## src/rtl/dot_defs.sv

```systemverilog
// Shared widths and FSM encodings for the dot-matrix frame path.
package dot_defs;

    localparam int ROW_W   = 8;
    localparam int NROW    = 8;
    localparam int FRAME_W = 64;

    typedef enum logic [1:0] {
        IDLE    = 2'd0,
        PENDING = 2'd1,
        DONE    = 2'd2
    } state_t;

endpackage

```

## src/rtl/dot_rotl8.sv

```systemverilog
// Rotates one display row left by a 3-bit column amount.
module dot_rotl8 (
    input  logic [7:0] d,
    input  logic [2:0] amt,
    output logic [7:0] y
);

    logic [15:0] dbl;

    // Upper byte of the doubled word shifted left is the wrap-around rotation.
    assign dbl = {d, d} << amt;
    assign y   = dbl[15:8];

endmodule

```

## src/rtl/dot_frame_ctrl.sv

```systemverilog
// Double-buffered 8x8 frame controller: swaps only on frame ticks,
// optional horizontal scroll, registered frame to dot_decoder.
module dot_frame_ctrl
    import dot_defs::*;
#(
    parameter int FRAME_DIV  = 8,
    parameter int SCROLL_DIV = 16
) (
    input  logic               clk,
    input  logic               rst_n,
    input  logic               we,
    input  logic [2:0]         waddr,
    input  logic [ROW_W-1:0]   wdata,
    output logic               wr_ready,
    input  logic               swap_req,
    input  logic               scroll_en,
    output logic               swap_done,
    output logic               frame_tick,
    output logic [FRAME_W-1:0] q
);

    localparam logic [7:0] FD_LAST = 8'(FRAME_DIV - 1);
    localparam logic [7:0] SD_LAST = 8'(SCROLL_DIV - 1);

    state_t           state;
    state_t           state_nxt;
    logic [7:0]       fcnt;
    logic [7:0]       scnt;
    logic [7:0]       scnt_nxt;
    logic [2:0]       offset;
    logic [2:0]       offset_nxt;
    logic             sel;
    logic             sel_nxt;
    logic             do_swap;
    logic             do_step;
    logic             do_count;
    logic             scroll_tick;
    logic [ROW_W-1:0] buf_a [NROW];
    logic [ROW_W-1:0] buf_b [NROW];
    logic [FRAME_W-1:0] rot_frame;

    assign frame_tick = (fcnt == FD_LAST);

    always_ff @(posedge clk or negedge rst_n) begin
        if (!rst_n) begin
            state <= IDLE;
        end else begin
            state <= state_nxt;
        end
    end

    always_comb begin
        state_nxt = state;
        unique case (state)
            IDLE:    if (swap_req) state_nxt = PENDING;
            PENDING: if (frame_tick) state_nxt = DONE;
            DONE:    state_nxt = IDLE;
            default: state_nxt = IDLE;
        endcase
    end

    always_comb begin
        wr_ready  = (state == IDLE);
        swap_done = (state == DONE);
        do_swap   = (state == PENDING) && frame_tick;
    end

    // A swap on the same tick overrides any scroll step.
    assign scroll_tick = frame_tick & scroll_en & ~do_swap;
    assign do_step     = scroll_tick & (scnt == SD_LAST);
    assign do_count    = scroll_tick & (scnt != SD_LAST);

    always_comb begin
        sel_nxt    = sel;
        offset_nxt = offset;
        scnt_nxt   = scnt;
        unique case (1'b1)
            do_swap: begin
                sel_nxt    = ~sel;
                offset_nxt = 3'd0;
                scnt_nxt   = 8'd0;
            end
            do_step: begin
                offset_nxt = offset + 3'd1;
                scnt_nxt   = 8'd0;
            end
            do_count: begin
                scnt_nxt = scnt + 8'd1;
            end
            default: ;
        endcase
    end

    always_ff @(posedge clk or negedge rst_n) begin
        if (!rst_n) begin
            fcnt   <= 8'd0;
            scnt   <= 8'd0;
            offset <= 3'd0;
            sel    <= 1'b0;
        end else begin
            fcnt   <= frame_tick ? 8'd0 : fcnt + 8'd1;
            scnt   <= scnt_nxt;
            offset <= offset_nxt;
            sel    <= sel_nxt;
        end
    end

    always_ff @(posedge clk or negedge rst_n) begin
        if (!rst_n) begin
            for (int i = 0; i < NROW; i++) begin
                buf_a[i] <= '0;
                buf_b[i] <= '0;
            end
        end else if (we && wr_ready) begin
            if (sel) begin
                buf_a[waddr] <= wdata;
            end else begin
                buf_b[waddr] <= wdata;
            end
        end
    end

    // Rows are taken from the post-update front buffer and offset.
    for (genvar r = 0; r < NROW; r++) begin : g_row
        logic [ROW_W-1:0] src;
        assign src = sel_nxt ? buf_b[r] : buf_a[r];
        dot_rotl8 u_rot (
            .d   (src),
            .amt (offset_nxt),
            .y   (rot_frame[ROW_W*r +: ROW_W])
        );
    end

    always_ff @(posedge clk or negedge rst_n) begin
        if (!rst_n) begin
            q <= '0;
        end else if (frame_tick) begin
            q <= rot_frame;
        end
    end

endmodule

```

## config.mk

```make
export PLATFORM = sky130hd
export DESIGN_NAME = dot_frame_ctrl
export DESIGN_NICKNAME = d
export VERILOG_FILES = /design/src/rtl/dot_defs.sv /design/src/rtl/dot_rotl8.sv /design/src/rtl/dot_frame_ctrl.sv
export SDC_FILE = /design/constraint.sdc
export NUM_CORES = 1
export LEC_CHECK = 0
export CORE_ASPECT_RATIO = 0.7
export CORE_MARGIN = 2
export CORE_UTILIZATION = 25
export CTS_CLUSTER_SIZE = 8
export DETAILED_ROUTE_END_ITERATION = 10
export SETUP_SLACK_MARGIN = 0.5
export SYNTH_ARGS = -nofsm -noshare
export SYNTH_HDL_FRONTEND = slang
export SYNTH_SLANG_ARGS = --single-unit
```

## constraint.sdc

```tcl
create_clock -name clk -period 3 [get_ports clk]
set_input_delay 0.75 -clock clk [delete_from_list [all_inputs] [get_ports clk]]
set_output_delay 0.75 -clock clk [all_outputs]
set_load 0.02 [all_outputs]
```

==> run_results.csv, run 1 <==
group,metric,value,unit
yosys,syn_nets,843,
worst_setup_path,worstPathRequired,3.39,ns
worst_setup_path,critPathBufInv,4,
timing,fin_skew,0.00771,ns
timing,fin_tns_setup,0,ns
outcome,status,"finished clean",
timing,fin_crit_sh,0.887,
worst_setup_path,crit_type,"flip-flop to flip-flop",
layout,area_growth,38.3,%
global_route,grtUsageTotal,0.130,
clock_network,cts_root_buf,"clkbuf_16",
yosys,syn-mean-instance-area,12.7,um^2
clock_network,cts_tree,"yes",
min_path,hp-class,"input port to asynchronous set/reset pin",
clock_network,htree_levels,1,
drt,ant_nets,0,
timing,post-route-min-period,2.66,ns
yosys,yosysSeqAreaShare,0.513,
yosys,synth-compound-area-share,0.0609,
die,die_x,248,um
drt,wl,28200,um
yosys,yosys_warnings,0,
place,routabilityCongestion,0.780,
global_route,grt_pass1_vias,7449,
yosys,synthCells,824,
timing,rsz0062_at_grt,"true",
yosys,synth_edf_count,0,
die,core,41100,um^2
yosys,synthAdderAreaFrac,0.00359,
clock_network,numClockSinks,214,
die,rows,62,
timing,worstMarginPinSlew,0.877,ns
yosys,yosys_register_bits,214,
global_route,grt_max_degree,80,
timing,finalSetupViolCount,0,
power,power_leakage,6.02,nW
timing,slew_violations,0,
worst_setup_path,crit_slowest_cell,"or3_4",
die,die_h,175,um
global_route,grt_pass1_wl,44300,um
yosys,ys_async_sr_fraction,1.00,
layout,finalInstanceArea,14400,um^2
worst_setup_path,crit_family,"multiplexers",
global_route,antenna_found_initial,6,
clock_network,clkLatencyLatePin,0.54,ns
clock_network,cts_buffer_depth,3,
die,dieArea,43500,um^2
power,ir_drop,635,uV
clock_network,cts.clk_slew.worst_paths,0.05,ns
yosys,syn-cell-area,10400,um^2
layout,filler_cell_count,3933,
drt,vias,7354,
place,place_area,12300,um^2
yosys,synthMuxAreaShare,0.322,
timing,whs,0.266,ns
worst_setup_path,start_kind,"flip-flop",
yosys,synth-xor-area-share,0.0101,
drt,via_per_inst,4.83,
worst_setup_path,cp_data_arrival_time,3.05,ns
drt,avgRoutedWirePerCell,18.5,um
yosys,ys_types,41,
layout,drive_gt1_frac,0.383,
timing,hold_viol_final,0,
place,dp_hpwl,19300,um
job,drv_cap,0,
clock_network,cts_buffers,30,
die,initial_utilization,0.254,
die,design.portCount,83,
layout,nets,995,
yosys,synth_top_family_by_area,"multiplexers",
power,p_per_area,920,nW/um^2
drt,drc,0,
worst_setup_path,max_stage_delay,0.42,ns
global_route,grt_overflow,0,
yosys,synth-simple-area-share,0.0610,
timing,max-slew-margin-rel,0.413,
worst_setup_path,endpoint_kind,"flip-flop",
drt,firstDrtPassIters,4,
yosys,ys.flop_type,"dfrtp_1",
drt,first_iter_violations,271,
place,io_buffer_count,82,
worst_setup_path,crit_chain,"or3_4, nor3_4, buf_6, xnor2_4, buf_12, buf_12, buf_16, mux2i_4, mux2i_2, mux2i_2, o221ai_1",
worst_setup_path,cp_max_fo,8,
timing,max_freq,0.376,GHz
==> where the power goes <==
group	switching [W]	total (W)	internal, W
Combinational	0.00273	0.00584	0.00311
Clock	0.00114	0.00294	0.00181
Sequential	0.000709	0.00450	0.00379
Total	0.00458	0.0133	0.00871
==> layout make-up <==
class	instances	area [um^2]	area share
tap	544	681	0.0471
sequential	214	5360	0.371
timing repair buffer	173	1870	0.129
antenna	1	2.50	0.000173
clock buffer	32	790	0.0547
timing repair inverter	1	11.3	0.000780
inverter	6	40.0	0.00277
multi-input combinational	550	5700	0.394
==> placed cells by master (no fill, tap or decap), drive strengths merged, types with 3 or more instances in the layout <==
| cell type | n |
|---|---|
| nor2b | 4 |
| xnor2 | 10 |
| o221ai | 64 |
| inv | 5 |
| mux2i | 192 |
| and2 | 3 |
| and4 | 3 |
| buf | 91 |
| clkbuf | 33 |
| mux2 | 128 |
| dlygate4sd2 | 3 |
| nor3 | 4 |
| and3 | 4 |
| nand3 | 11 |
| dfrtp | 214 |
| ha | 3 |
| nor2 | 18 |
| o21ai | 10 |
| nand2 | 76 |
| nand2b | 3 |
| clkdlybuf4s50 | 77 |
==> state kept, by name, summed over array words and instances (netlist names) <==
register	cells
q	64
buf_a	64
fcnt	8
scnt	8
sel	1
offset	3
buf_b	64
state	2
==> what timing repair did <==
item	4_1_cts	5_1_grt
pin swaps	25	13
hold buffers	0	0
endpoints found under the hold margin	0	0
setup buffers	19	5
setup endpoints to repair	67	65
gates cloned	6	0
resized for setup	164	36
==> through the flow <==
step	setup WS (ns)	utilization	instances	power [W]
floorplan	0.357	-	824	0.00680
global placement	-0.366	0.299	1458	0.00869
detailed placement	-0.351	0.299	1458	0.00876
CTS	0.305	0.345	1515	0.0131
global route	0.231	0.351	1520	0.0140
finish	0.340	0.351	1521	0.0133
==> synth_stat cells, drive strengths merged (4+ instances only) <==
| cell type | n | area [um^2] |
|---|---|---|
| and3 | 4 | 25.0 |
| buf | 25 | 175 |
| clkbuf | 29 | 109 |
| dfrtp | 214 | 5360 |
| inv | 4 | 17.5 |
| mux2 | 128 | 1440 |
| mux2i | 192 | 1920 |
| nand2 | 76 | 285 |
| nand3 | 11 | 55.1 |
| nor2 | 18 | 67.6 |
| nor2b | 4 | 25.0 |
| nor3 | 4 | 25.0 |
| o21ai | 10 | 50.0 |
| o221ai | 64 | 561 |
| xnor2 | 10 | 87.6 |
==> metal layers <==
| metal | routed length, um | global-route usage | vias to the layer above |
|---|---|---|---|
| li1 | - | - | 3360 |
| met1 | 14200 | 0.196 | 3781 |
| met2 | 11900 | 0.187 | 162 |
| met3 | 1560 | 0.0321 | 43 |
| met4 | 491 | 0.0275 | 8 |
| met5 | 55 | 0 | - |
==> logic make-up after synthesis <==
group / after synthesis
compound gates: 78
xor+xnor: 12
fa+ha+maj: 3
buf+inv: 60
flops: 214
mux: 320
simple gates: 137
==> path summary, 6_finish.rpt <==
check / cells past startpoint / slack, ns / end / startpoint
worst max-delay path: 11 / 0.34 / q[21] / fcnt[4]
worst min-delay path: 1 / 0.27 / state[1] / rst_n
worst max register to register: 11 / 0.34 / q[21] / fcnt[4]
worst min register to register: 2 / 0.49 / q[29] / q[29]
max in group asynchronous: 2 / 1.99 / buf_b[31] / rst_n
min in group clk: 2 / 0.49 / q[29] / q[29]
Note: power is estimated with default switching activity, not from simulation.
==> run 2, diff against run 1 <==
- CORE_UTILIZATION: 25 -> 42
==> run_results.csv, run 2 (synthesis results as in run 1) <==
group,metric,value,unit
power,power_leakage,6.12,nW
timing,finalSetupViolCount,0,
die,rows,48,
worst_setup_path,crit_family,"buffers and inverters",
global_route,grt_pass1_wl,42000,um
layout,drive_gt1_frac,0.380,
worst_setup_path,cp_max_fo,8,
layout,area_growth,34.0,%
outcome,status,"finished clean",
timing,setup_ws,0.265,ns
clock_network,cts_buffers,30,
timing,fin_crit_sh,0.912,
global_route,grt_pass1_vias,7047,
place,routabilityCongestion,0.794,
timing,rsz0062_at_grt,"true",
worst_setup_path,crit_type,"flip-flop to flip-flop",
worst_setup_path,worstPathRequired,3.41,ns
drt,wl,27800,um
drt,avgRoutedWirePerCell,21.1,um
clock_network,cts_tree,"yes",
timing,fin_tns_setup,0,ns
timing,slew_violations,0,
die,dieArea,26200,um^2
clock_network,cts.clk_slew.worst_paths,0.05,ns
clock_network,cts_root_buf,"clkbuf_16",
power,ir_drop,489,uV
worst_setup_path,crit_chain,"or3_4, nor3_4, buf_6, xnor2_4, buf_12, buf_12, mux2i_2, buf_4, mux2i_1, mux2i_1, o221ai_1",
global_route,grt_use_met3,0.0328,
timing,post-route-min-period,2.74,ns
worst_setup_path,max_stage_delay,0.41,ns
place,dp_hpwl,18000,um
worst_setup_path,startpoint,"fcnt[5]",
worst_setup_path,critPathBufInv,4,
clock_network,numClockSinks,214,
worst_setup_path,start_kind,"flip-flop",
global_route,grt_util_met2,0.264,
die,die_x,192,um
global_route,grtUsageTotal,0.209,
timing,max_freq,0.366,GHz
global_route,antenna_found_initial,1,
drt,drc,0,
layout,nets,1011,
die,core,24600,um^2
place,pre_cts_ws,-0.337,ns
die,initial_utilization,0.425,
worst_setup_path,cp_data_arrival_time,3.14,ns
timing,whs,0.156,ns
global_route,grt_overflow,0,
global_route,grtUsageMet1,0.363,
drt,first_iter_violations,401,
worst_setup_path,timing.rr.start,"fcnt[5]",
clock_network,cts_buffer_depth,3,
clock_network,htree_levels,1,
worst_setup_path,endpoint_kind,"flip-flop",
layout,fin_cells,1318,
job,drv_cap,0,
worst_setup_path,crit_slowest_cell,"or3_4",
layout,n_antenna_cell,0,
clock_network,hold_buffers,0,
min_path,hp-class,"input port to asynchronous set/reset pin",
place,io_buffer_count,82,
power,power,0.0130,W
timing,fin_skew,0.0112,ns
drt,firstDrtPassIters,4,
layout,layout_commonest_cell,"dfrtp_1",
layout,most-common-layout-cells,"214 x dfrtp_1, 128 x mux2_2, 99 x mux2i_1, 78 x clkdlybuf4s50_1, 77 x buf_4",
layout,largest_registers,"buf_a: 64 flops, buf_b: 64 flops, q: 64 flops",
power,p_per_area,928,nW/um^2
die,die_h,136,um
global_route,grt_max_degree,70,
timing,worstMarginPinSlew,0.747,ns
drt,ant_nets,0,
clock_network,clkLatencyLatePin,0.55,ns
timing,max-slew-margin-rel,0.501,
drt,via_per_inst,5.57,
die,design.portCount,83,
place,dp_cells,1266,
timing,hold_viol_final,0,
drt,vias,7346,
global_route,busiest_layer,"met1",
==> run 2: cell count changes in the layout (fill, tap and decap cells not counted), moves of 3 or more <==
| cell | delta |
|---|---|
| buf_4 | +16 |
| clkbuf_16 | +3 |
| mux2i_1 | +4 |
| mux2i_2 | +20 |
| mux2i_4 | -24 |
| o221ai_1 | +6 |
| o221ai_2 | -6 |
==> run 2: where the power goes <==
| group | leakage, nW | internal, W | switching [W] |
|---|---|---|---|
| Combinational | 2.91 | 0.00292 | 0.00277 |
| Sequential | 2.83 | 0.00379 | 0.000571 |
| Clock | 0.379 | 0.00175 | 0.00119 |
| Total | 6.12 | 0.00845 | 0.00453 |
==> run 2: timing repair <==
action / CTS / global route
pin swaps: 8 / 38
buffers inserted: 5 / 5
hold endpoints to repair: 0 / 0
endpoints found under the setup margin: 66 / 65
gates cloned: 5 / 4
resized for setup: 53 / 96
==> run 2: worst paths after layout <==
check | end | slack, ns | depth (start not counted)
setup / recovery | q[43] | 0.26 | 11
hold / removal | scnt[7] | 0.16 | 1
setup reg to reg | q[43] | 0.26 | 11
hold reg to reg | fcnt[7] | 0.47 | 1
max in group asynchronous | buf_b[35] | 2.07 | 2
min in group clk | fcnt[7] | 0.47 | 1
==> run 2: metal layers <==
metal  up-vias  wire, um
li1       3392         -
met1      3740     15300
met5         -         0
met4         0       362
met2       181     10800
met3        33      1350
==> run 2: area by class of cell <==
type | instances | area [um^2]
clock buffer | 32 | 758
clock inverter | 1 | 16.3
fill | 2010 | 10600
inverter | 6 | 28.8
multi-input combinational | 550 | 5400
sequential | 214 | 5360
tap | 325 | 407
timing repair buffer | 190 | 2030
==> run 2: worst register-to-register path, stage by stage, from the launching register on <==
cell	delay, ns
dfrtp_1	0.40
or3_4	0.41
nor3_4	0.23
buf_6	0.16
xnor2_4	0.15
buf_12	0.17
buf_12	0.17
mux2i_2	0.27
buf_4	0.17
mux2i_1	0.09
mux2i_1	0.25
o221ai_1	0.15
==> run 2: per-stage QoR <==
stage,util,area (um^2)
final,0.570,14000
after global routing,0.570,14000
after CTS,0.545,13400
after detailed placement,0.498,12200
after global placement,0.498,12200
after floorplan,-,10500
==> run 3, diff against run 2 <==
- CTS_CLUSTER_SIZE: 8 -> default
- SYNTH_HIERARCHICAL: default -> 1
==> run_results.csv, run 3 <==
group,metric,value,unit
worst_setup_path,ff2ff_setup_slack,0.09,ns
yosys,yosysSeqAreaShare,0.449,
global_route,grtUsageTotal,0.185,
global_route,grt_overflow,0,
drt,first_iter_violations,508,
clock_network,cts.clk_slew.worst_paths,0.06,ns
layout,n_antenna_cell,0,
clock_network,cts_root_buf,"clkbuf_16",
global_route,grt_pass1_wl,43400,um
worst_setup_path,crit_family,"multiplexers",
place,routabilityCongestion,0.777,
power,ir_drop,417,uV
layout,filler_cell_count,2361,
clock_network,cts_buffer_depth,3,
power,p_sw,0.00421,W
yosys,syn-cell-area,11900,um^2
die,rows,51,
die,die_x,205,um
timing,max-slew-margin-rel,0.439,
layout,nets,1024,
timing,worstMarginPinSlew,0.838,ns
yosys,synth_edf_count,0,
yosys,yosysTopAreaCellShare,0.449,
power,power,0.0133,W
place,place_area,13400,um^2
layout,finalInstanceArea,14700,um^2
layout,largest_registers,"buf_a: 64 flops, buf_b: 64 flops, q: 64 flops",
worst_setup_path,cp_data_arrival_time,3.31,ns
timing,max_freq,0.343,GHz
power,power_switching_share,0.317,
power,power_leakage,6.70,nW
global_route,antenna_found_initial,0,
yosys,synth_most_common_cell,"dfrtp_1",
layout,regArea,5360,um^2
layout,fin_cells,1394,
clock_network,numClockSinks,214,
drt,via_per_inst,5.41,
clock_network,cts_buffers,24,
timing,fin_crit_sh,0.971,
timing,rsz0062_at_grt,"true",
timing,finalSetupViolCount,0,
job,drv_cap,0,
power,seqPwrFrac,0.324,
worst_setup_path,reg2reg_to,"q[41]",
timing,setup_ws,0.0885,ns
die,initial_utilization,0.428,
drt,wl,27600,um
timing,slew_violations,0,
yosys,syn-mean-instance-area,13.4,um^2
outcome,status,"finished clean",
layout,most-common-layout-cells,"214 x dfrtp_1, 196 x nand2_1, 155 x mux2_2, 97 x mux2_4, 78 x clkdlybuf4s50_1",
clock_network,htree_levels,1,
worst_setup_path,crit_chain,"ha_4, and4bb_4, nand3_4, xor2_4, buf_12, buf_16, buf_12, mux2_4, mux4_2, mux2_4, nand2_2, nand2_1",
worst_setup_path,max_stage_delay,0.52,ns
clock_network,cts_tree,"yes",
yosys,yosys_register_bits,214,
power,p_comb_frac,0.417,
clock_network,hold_buffers,0,
layout,multi_input_area,6230,um^2
yosys,yosys_warnings,6,
die,core,27900,um^2
place,dp_cells,1338,
place,pre_cts_ws,-0.188,ns
layout,utilization,0.526,
worst_setup_path,crit_slowest_cell,"mux4_2",
timing,hold_viol_final,0,
die,dieArea,29800,um^2
yosys,ys_async_sr_fraction,1.00,
drt,drc,0,
worst_setup_path,endpoint_kind,"flip-flop",
power,clkPwrFrac,0.259,
drt,avgRoutedWirePerCell,19.8,um
worst_setup_path,ff2ff_path_depth,12,
timing,post-route-min-period,2.91,ns
power,intPower,0.00905,W
yosys,yosys.area.top_type,"dfrtp_1",
place,dp_hpwl,19000,um
yosys,ys.flop_type,"dfrtp_1",
clock_network,clkLatencyLatePin,0.53,ns
drt,firstDrtPassIters,4,
min_path,hp-class,"input port to asynchronous set/reset pin",
layout,drive_gt1_frac,0.450,
timing,fin_skew,0.0227,ns
worst_setup_path,worstPathRequired,3.40,ns
yosys,synth_area_leaders,"dfrtp_1 45%, mux2_2 19%, mux4_1 14%, nand2_1 6.4%, mux2_4 6.2%",
drt,vias,7539,
yosys,syn_nets,910,
worst_setup_path,crit_type,"flip-flop to flip-flop",
power,p_per_area,905,nW/um^2
layout,area_growth,22.9,%
die,die_h,145,um
yosys,synthCells,891,
worst_setup_path,startpoint,"fcnt[1]",
die,design.portCount,83,
worst_setup_path,cp_max_fo,6,
place,io_buffer_count,82,
yosys,synth_commonest_cells,"214 x dfrtp_1, 204 x nand2_1, 203 x mux2_2",
worst_setup_path,start_kind,"flip-flop",
yosys,ys_types,42,
drt,ant_nets,0,
worst_setup_path,timing.rr.start,"fcnt[1]",
layout,layout_commonest_cell,"dfrtp_1",
global_route,grt_max_degree,72,
global_route,grt_pass1_vias,7316,
worst_setup_path,critPathBufInv,3,
run 3: changes by cell type after synthesis, sizes merged, moves of 5 or more:
cell	delta
buf	+14
nand3	-5
nand2	+128
nor2	-5
mux4	+64
clkbuf	-8
o221ai	-64
mux2	+129
xnor2	-5
mux2i	-191
run 3: worst max path at each step:
stage	endpoint	slack [ns]	depth (start not counted)
3_5_place_dp	q[61]	-0.19	9
4_1_cts	q[41]	0.09	12
2_1_floorplan	q[7]	0.18	9
5_1_grt	q[3]	0.02	12
3_3_place_gp	q[61]	-0.19	9
6_report	q[41]	0.09	12
run 3: timing repair:
| action | 4_1_cts | 5_1_grt |
|---|---|---|
| resized for setup | 98 | 21 |
| endpoints found under the setup margin | 67 | 65 |
| endpoints found under the hold margin | 0 | 0 |
| buffers inserted | 3 | 2 |
| cloned | 2 | 5 |
| pin swaps | 11 | 9 |
run 3: layout make-up:
class / instances / area share
clock buffers: 29 / 0.0450
clock inverters: 15 / 0.0188
inverters: 3 / 0.000768
multi-input cells: 614 / 0.425
flip-flops and latches: 214 / 0.365
well taps: 371 / 0.0317
repair buffers: 148 / 0.113
run 3: cell families after synthesis:
family                   synth area share
AND/OR/NAND/NOR                    0.0964
flip-flops                          0.449
adder cells (fa/ha/maj)           0.00315
buffers and inverters              0.0348
AO/OA/AOI/OAI                     0.00997
XOR/XNOR                          0.00661
multiplexers                        0.400
run 3: power by group through the flow:
stage / logic, W / registers (W) / clock network, W
final: 0.00553 / 0.00429 / 0.00344
after global routing: 0.00587 / 0.00441 / 0.00363
after CTS: 0.00541 / 0.00430 / 0.00350
after detailed placement: 0.00503 / 0.00434 / 0
after global placement: 0.00498 / 0.00432 / 0
after floorplan: 0.00275 / 0.00472 / 0
run 3: through the flow:
| step | setup TNS (ns) | hold WS [ns] |
|---|---|---|
| 6_report | 0 | 0.236 |
| 2_1_floorplan | 0 | 0.454 |
| 3_3_place_gp | -8.95 | 0.449 |
| 3_5_place_dp | -8.99 | 0.455 |
| 5_1_grt | 0 | 0.269 |
| 4_1_cts | 0 | 0.255 |
run 3: routing by layer:
layer,vias to the layer above,global-route usage,share of wire,wire [um]
met4,0,0.0313,0.013,350
met2,188,0.240,0.40,10900
met5,-,0,0,0
met3,29,0.0290,0.054,1500
li1,3445,-,-,-
met1,3877,0.316,0.54,14900
